File: src/rtl/fir_avg_pkg.sv
// Shared definitions for the 4-tap averaging FIR sequencer.
//   fir_state_t : sequencer states, one adder slot per state
//   TAPS        : number of filter taps
//   acc_w()     : accumulator width for a given sample width (sum of 4 never overflows)
package fir_avg_pkg;

  typedef enum logic [2:0] {
    IDLE,
    ISS01,
    ISS23,
    CAP01,
    ISSF,
    WAITF,
    LOADF,
    OUTV
  } fir_state_t;

  localparam int TAPS = 4;

  function automatic int acc_w(input int size);
    return size + 2;
  endfunction

endpackage

File: src/rtl/addergen1_top.sv
// Registered ripple-carry adder, no reset.
// Operands are registered on one edge and the sum on the next, so a result
// appears on sum/co two edges after a/b/ci are driven.
//   clk  : rising-edge clock
//   a, b : SIZE-bit operands
//   ci   : carry in
//   sum  : registered SIZE-bit sum
//   co   : registered carry out
module addergen1_top #(
  parameter int SIZE = 18
) (
  input  logic            clk,
  input  logic [SIZE-1:0] a,
  input  logic [SIZE-1:0] b,
  input  logic            ci,
  output logic [SIZE-1:0] sum,
  output logic            co
);

  logic [SIZE-1:0] a_r;
  logic [SIZE-1:0] b_r;
  logic            ci_r;
  logic [SIZE-1:0] sum_nxt;
  logic            co_nxt;

  always_ff @(posedge clk) begin
    a_r  <= a;
    b_r  <= b;
    ci_r <= ci;
  end

  always_comb begin
    logic c;
    c       = ci_r;
    sum_nxt = '0;
    for (int unsigned i = 0; i < SIZE; i++) begin
      sum_nxt[i] = a_r[i] ^ b_r[i] ^ c;
      c          = (a_r[i] & b_r[i]) | (c & (a_r[i] ^ b_r[i]));
    end
    co_nxt = c;
  end

  always_ff @(posedge clk) begin
    sum <= sum_nxt;
    co  <= co_nxt;
  end

endmodule

File: src/rtl/fir_avg_seq.sv
// Sequencer for the 4-tap unsigned averaging FIR: out = floor((x0+x1+x2+x3)/4),
// computed by time-sharing a single registered adder.
//   clk        : rising-edge clock
//   rst_n      : synchronous active-low reset
//   in_valid   : sample present on in_data
//   in_ready   : sequencer can accept a sample (IDLE and no clr)
//   in_data    : new sample x0
//   clr        : zero the tap history, honoured only in IDLE
//   out_valid  : out_data holds a new average
//   out_ready  : consumer takes out_data
//   out_data   : floor of the 4-tap average
module fir_avg_seq
  import fir_avg_pkg::*;
#(
  parameter int SIZE  = 16,
  parameter int ACC_W = acc_w(SIZE)
) (
  input  logic            clk,
  input  logic            rst_n,
  input  logic            in_valid,
  output logic            in_ready,
  input  logic [SIZE-1:0] in_data,
  input  logic            clr,
  output logic            out_valid,
  input  logic            out_ready,
  output logic [SIZE-1:0] out_data
);

  fir_state_t       state;
  logic [SIZE-1:0]  taps [TAPS];
  logic [ACC_W-1:0] s01;
  logic [ACC_W-1:0] add_a;
  logic [ACC_W-1:0] add_b;
  logic [ACC_W-1:0] sum;
  logic             adder_co_unused;

  assign in_ready = (state == IDLE) && !clr;

  // Operand schedule. CAP01 keeps x2/x3 on the adder so that the sum register
  // still reads x2+x3 during WAITF; that keeps b=sum constant across ISSF and
  // WAITF without a separate holding register for the second partial sum.
  always_comb begin
    add_a = '0;
    add_b = '0;
    case (state)
      ISS01: begin
        add_a = ACC_W'(taps[0]);
        add_b = ACC_W'(taps[1]);
      end
      ISS23, CAP01: begin
        add_a = ACC_W'(taps[2]);
        add_b = ACC_W'(taps[3]);
      end
      ISSF, WAITF: begin
        add_a = s01;
        add_b = sum;
      end
      default: begin
        add_a = '0;
        add_b = '0;
      end
    endcase
  end

  addergen1_top #(.SIZE(ACC_W)) u_adder (
    .clk (clk),
    .a   (add_a),
    .b   (add_b),
    .ci  (1'b0),
    .sum (sum),
    .co  (adder_co_unused)
  );

  always_ff @(posedge clk) begin
    if (!rst_n) begin
      state     <= IDLE;
      s01       <= '0;
      out_valid <= 1'b0;
      out_data  <= '0;
      for (int unsigned i = 0; i < TAPS; i++) taps[i] <= '0;
    end else begin
      case (state)
        IDLE: begin
          if (clr) begin
            for (int unsigned i = 0; i < TAPS; i++) taps[i] <= '0;
          end else if (in_valid) begin
            for (int unsigned i = TAPS - 1; i > 0; i--) taps[i] <= taps[i-1];
            taps[0] <= in_data;
            state   <= ISS01;
          end
        end
        ISS01: state <= ISS23;
        ISS23: state <= CAP01;
        CAP01: begin
          s01   <= sum;
          state <= ISSF;
        end
        ISSF:  state <= WAITF;
        WAITF: state <= LOADF;
        LOADF: begin
          out_data  <= sum[ACC_W-1:2];
          out_valid <= 1'b1;
          state     <= OUTV;
        end
        OUTV: begin
          if (out_ready) begin
            out_valid <= 1'b0;
            state     <= IDLE;
          end
        end
        default: state <= IDLE;
      endcase
    end
  end

endmodule

File: config.mk
export PLATFORM = sky130hd
export DESIGN_NAME = fir_avg_seq
export DESIGN_NICKNAME = d
export VERILOG_FILES = /design/src/rtl/fir_avg_pkg.sv /design/src/rtl/addergen1_top.sv /design/src/rtl/fir_avg_seq.sv
export SDC_FILE = /design/constraint.sdc
export NUM_CORES = 1
export LEC_CHECK = 0
export ABC_AREA = 0
export CAP_MARGIN = 15
export CORE_MARGIN = 4
export CORE_UTILIZATION = 53
export CTS_BUF_LIST = sky130_fd_sc_hd__clkbuf_8
export CTS_CLUSTER_SIZE = 25
export DETAILED_ROUTE_END_ITERATION = 6
export GPL_TIMING_DRIVEN = 1
export PLACE_DENSITY = 0.69
export SYNTH_ARGS = -nofsm -noshare
export SYNTH_HDL_FRONTEND = slang
export SYNTH_SLANG_ARGS = --single-unit
File: constraint.sdc
create_clock -name clk -period 19.89 [get_ports clk]
set_clock_uncertainty 0.15 [all_clocks]
set_input_delay 3.978 -clock clk [delete_from_list [all_inputs] [get_ports clk]]
set_output_delay 3.978 -clock clk [all_outputs]
set_load 0.01 [all_outputs]
==> impl_results.md <==
* Cell area after synthesis at ~6000 sq um
* Critical Path Sink Type: primary output
* Count of cell types in the netlist at 29
* Vias in the first global route at 3472
* Post-route cell area at between 6000 and 7000 sq um
* Chip height at around 110 um
* Post-synthesis net count at 526
* Slew Limit Fails at 0
* Critical path class: in2out
* Post-CTS resize count at 0
* Antenna cells at 0
* Yosys top cell by area: dfxtp_1
* Worst hold slack at roughly 300 ps
* First DRT Iteration DRCs at between 400 and 500
* Largest net degree at the start of global routing at 65
* # clock sinks at about 160
* Post-route ant nets at 0
* Final worst slack at 10620 ps
* Fin. Hold Viols at 0
* Leak at about 2.7 nW
* Final net count at ~560
* Worst Setup Start Kind: input port
* Ports at 39
* Multi-input combinational cell area at 1901 sq um
* DR WL/cell at roughly 16 um
* H-tree levels at 4
* Fillers at ~900
* Pint at about 0.55 mW
* Placed Area at 6259 sq um
* Initial antenna violation count at 0
* Area of the core at between 10000 and 15000 sq um
* I/O Buffers at 38
* Final min period at 9268 ps
* TritonCTS clock tree: yes
* First-pass GRT wire length at around 18000 um
* Most frequent cells in the layout: 108 x dfxtp_1, 72 x nand2_1, 54 x and2_1, 48 x edfxtp_1, 44 x inv_1
* WP data required at approximately 16000 ps
* Pwr Density at ~120 nW/um^2
* Die area at approximately 13000 sq um
* Gate Count Post-Synth at just under 500
* Flops & latches, synth at around 160
* Pre-antenna DRT Iters at 7
* Max_slew headroom at 39.75%
* Clk root buf: clkbuf_8
* Synth async-reset ratio at 0%
* Yosys warnings at 0
* # DRC at 1
* Max_cap viols at 0
* Sequential fraction of design power at a little under three fifths
* Post-DP HPWL at around 6600 um
* Most common cell after layout, fill and taps aside: dfxtp_1
* Vias/cell at about 5.3
* Final period utilization at between 40% and 50%
* Comb power frac at between 15 and 20%
* Top post-synthesis cells by area: dfxtp_1 37%, edfxtp_1 25%, and2_1 5.8%, a222oi_1 5.5%, fa_1 5.5%
* Die width at 113.1 um
* Post-CTS setup buffer count at 0
* Total track usage at 17.92%
* Clock network fraction of design power at a little over a quarter
* CP arrival at about 5000 ps
* Synth Area per Inst at 12.09 sq um
* Total CTS buffers at 17
* Total wire length at 10530 um
* Rows at 38
* Gpl congestion at 0.7486
* Clk buf depth at 2
* Status: finished, violations left
* RSZ-0062 raised after global routing: false
* Via count at 3555
* Pre-CTS WS at roughly 11000 ps
* Tightest Pin Transition at 899.7 ps
* Finished Core Util at between 60% and 70%
* Setup tns final at 0 ps
* Failing checks: DRC
* Clk slew on worst S/H paths at roughly 70 ps
* Synthesis-to-finish area growth at 13.15%
* Hold Path Class: reg2reg
* Clk_lat worst skew at 440 ps
* Sequential cell area at ~3600 sq um
* Fmax at around 110 MHz
* Ys flop type: dfxtp_1
* Peak VDD IR at about 0.049 mV
* CTS Hold Buffers Added at 0
* Net Sw Frac at a little under a third
* Crit Path Max Fanout at 3
* Post-synth top area share at around 37%
* Sequential area share after synthesis at between 60% and 70%
* Final Setup Violations at 0
* Share of layout cells above drive strength 1 at approximately 8.1%
* Total gr overflow at 0
* Initial Utilization at about 54%
* NetSw at approximately 0.24 mW
* Post-synth EDFFs at 48
registers in the layout, summed over array words and instances, names as in the netlist:
name,cells
out_valid,1
out_data,16
state,3
u_adder.sum,18
s01,18
u_adder.b_r,18
taps,64
u_adder.a_r,18
path summary, 6_finish.rpt:
path	startpoint	to	cells after the start	slack, ps
worst max-delay path	clr	in_ready	3	10620
worst min-delay path	u_adder.a_r[0]$_DFF_P_	u_adder.sum[0]$_DFF_P_	1	300
worst max register to register	u_adder.b_r[0]$_DFF_P_	u_adder.sum[17]$_DFF_P_	21	11620
worst min register to register	u_adder.a_r[0]$_DFF_P_	u_adder.sum[0]$_DFF_P_	1	300
kinds of logic (layout without fill, tap and decap cells):
kind of cell,Yosys count,count (layout),synth area share [%]
and+or+nand+nor,142,142,12.21
muxes,1,1,0.1711
DFF,156,156,61.58
adders and majority gates,21,21,6.543
xor gates and xnor gates,2,2,0.2994
AOI/OAI and AO/OA,90,90,13.13
buffers and inverters,72,118,6.072
critical path, cell delays in order:
cell and delay [ps]:
clkdlybuf4s50_1 480, nor2_4 140, clkdlybuf4s50_1 540
final cells by class:
| type | instances | share of cell area, % |
|---|---|---|
| Sequential cell | 156 | 54.42 |
| Tap cell | 140 | 2.646 |
| Multi-Input combinational cell | 256 | 28.70 |
| Clock inverter | 15 | 1.946 |
| Clock buffer | 17 | 3.534 |
| Timing Repair Buffer | 43 | 6.311 |
| Inverter | 43 | 2.438 |
power by group through the flow:
stage               registers [mW]  clock network (mW)  logic (mW)
finish                       0.438               0.212       0.141
floorplan                    0.431                   0       0.108
CTS                          0.438               0.219       0.143
global placement             0.442                   0       0.139
global route                 0.445               0.233       0.160
detailed placement           0.445                   0       0.142
synth_stat cells (all sizes together) (2+ instances only):
| library cell | instances |
|---|---|
| dfxtp | 108 |
| nand2 | 73 |
| and2 | 54 |
| edfxtp | 48 |
| inv | 43 |
| a21boi | 34 |
| a222oi | 32 |
| buf | 18 |
| a22o | 16 |
| fa | 16 |
| clkbuf | 11 |
| nor2 | 7 |
| ha | 5 |
| nor2b | 5 |
| o21ai | 3 |
| xnor2 | 2 |
stage by stage:
stage / cells / power, mW
finish: 670 / 0.7916
global route: 670 / 0.8374
CTS: 670 / 0.7996
detailed placement: 638 / 0.5869
global placement: 638 / 0.5810
floorplan: 484 / 0.5388
routing by layer:
layer / GRT usage, % / up-vias / routed length [um]
li1: - / 1728 / -
met1: 25.21 / 1668 / 4855
met2: 25.28 / 140 / 4587
met3: 5.348 / 19 / 863
met4: 8.974 / 0 / 220
met5: 0 / - / 0
Note: power is estimated with default switching activity, not from simulation.
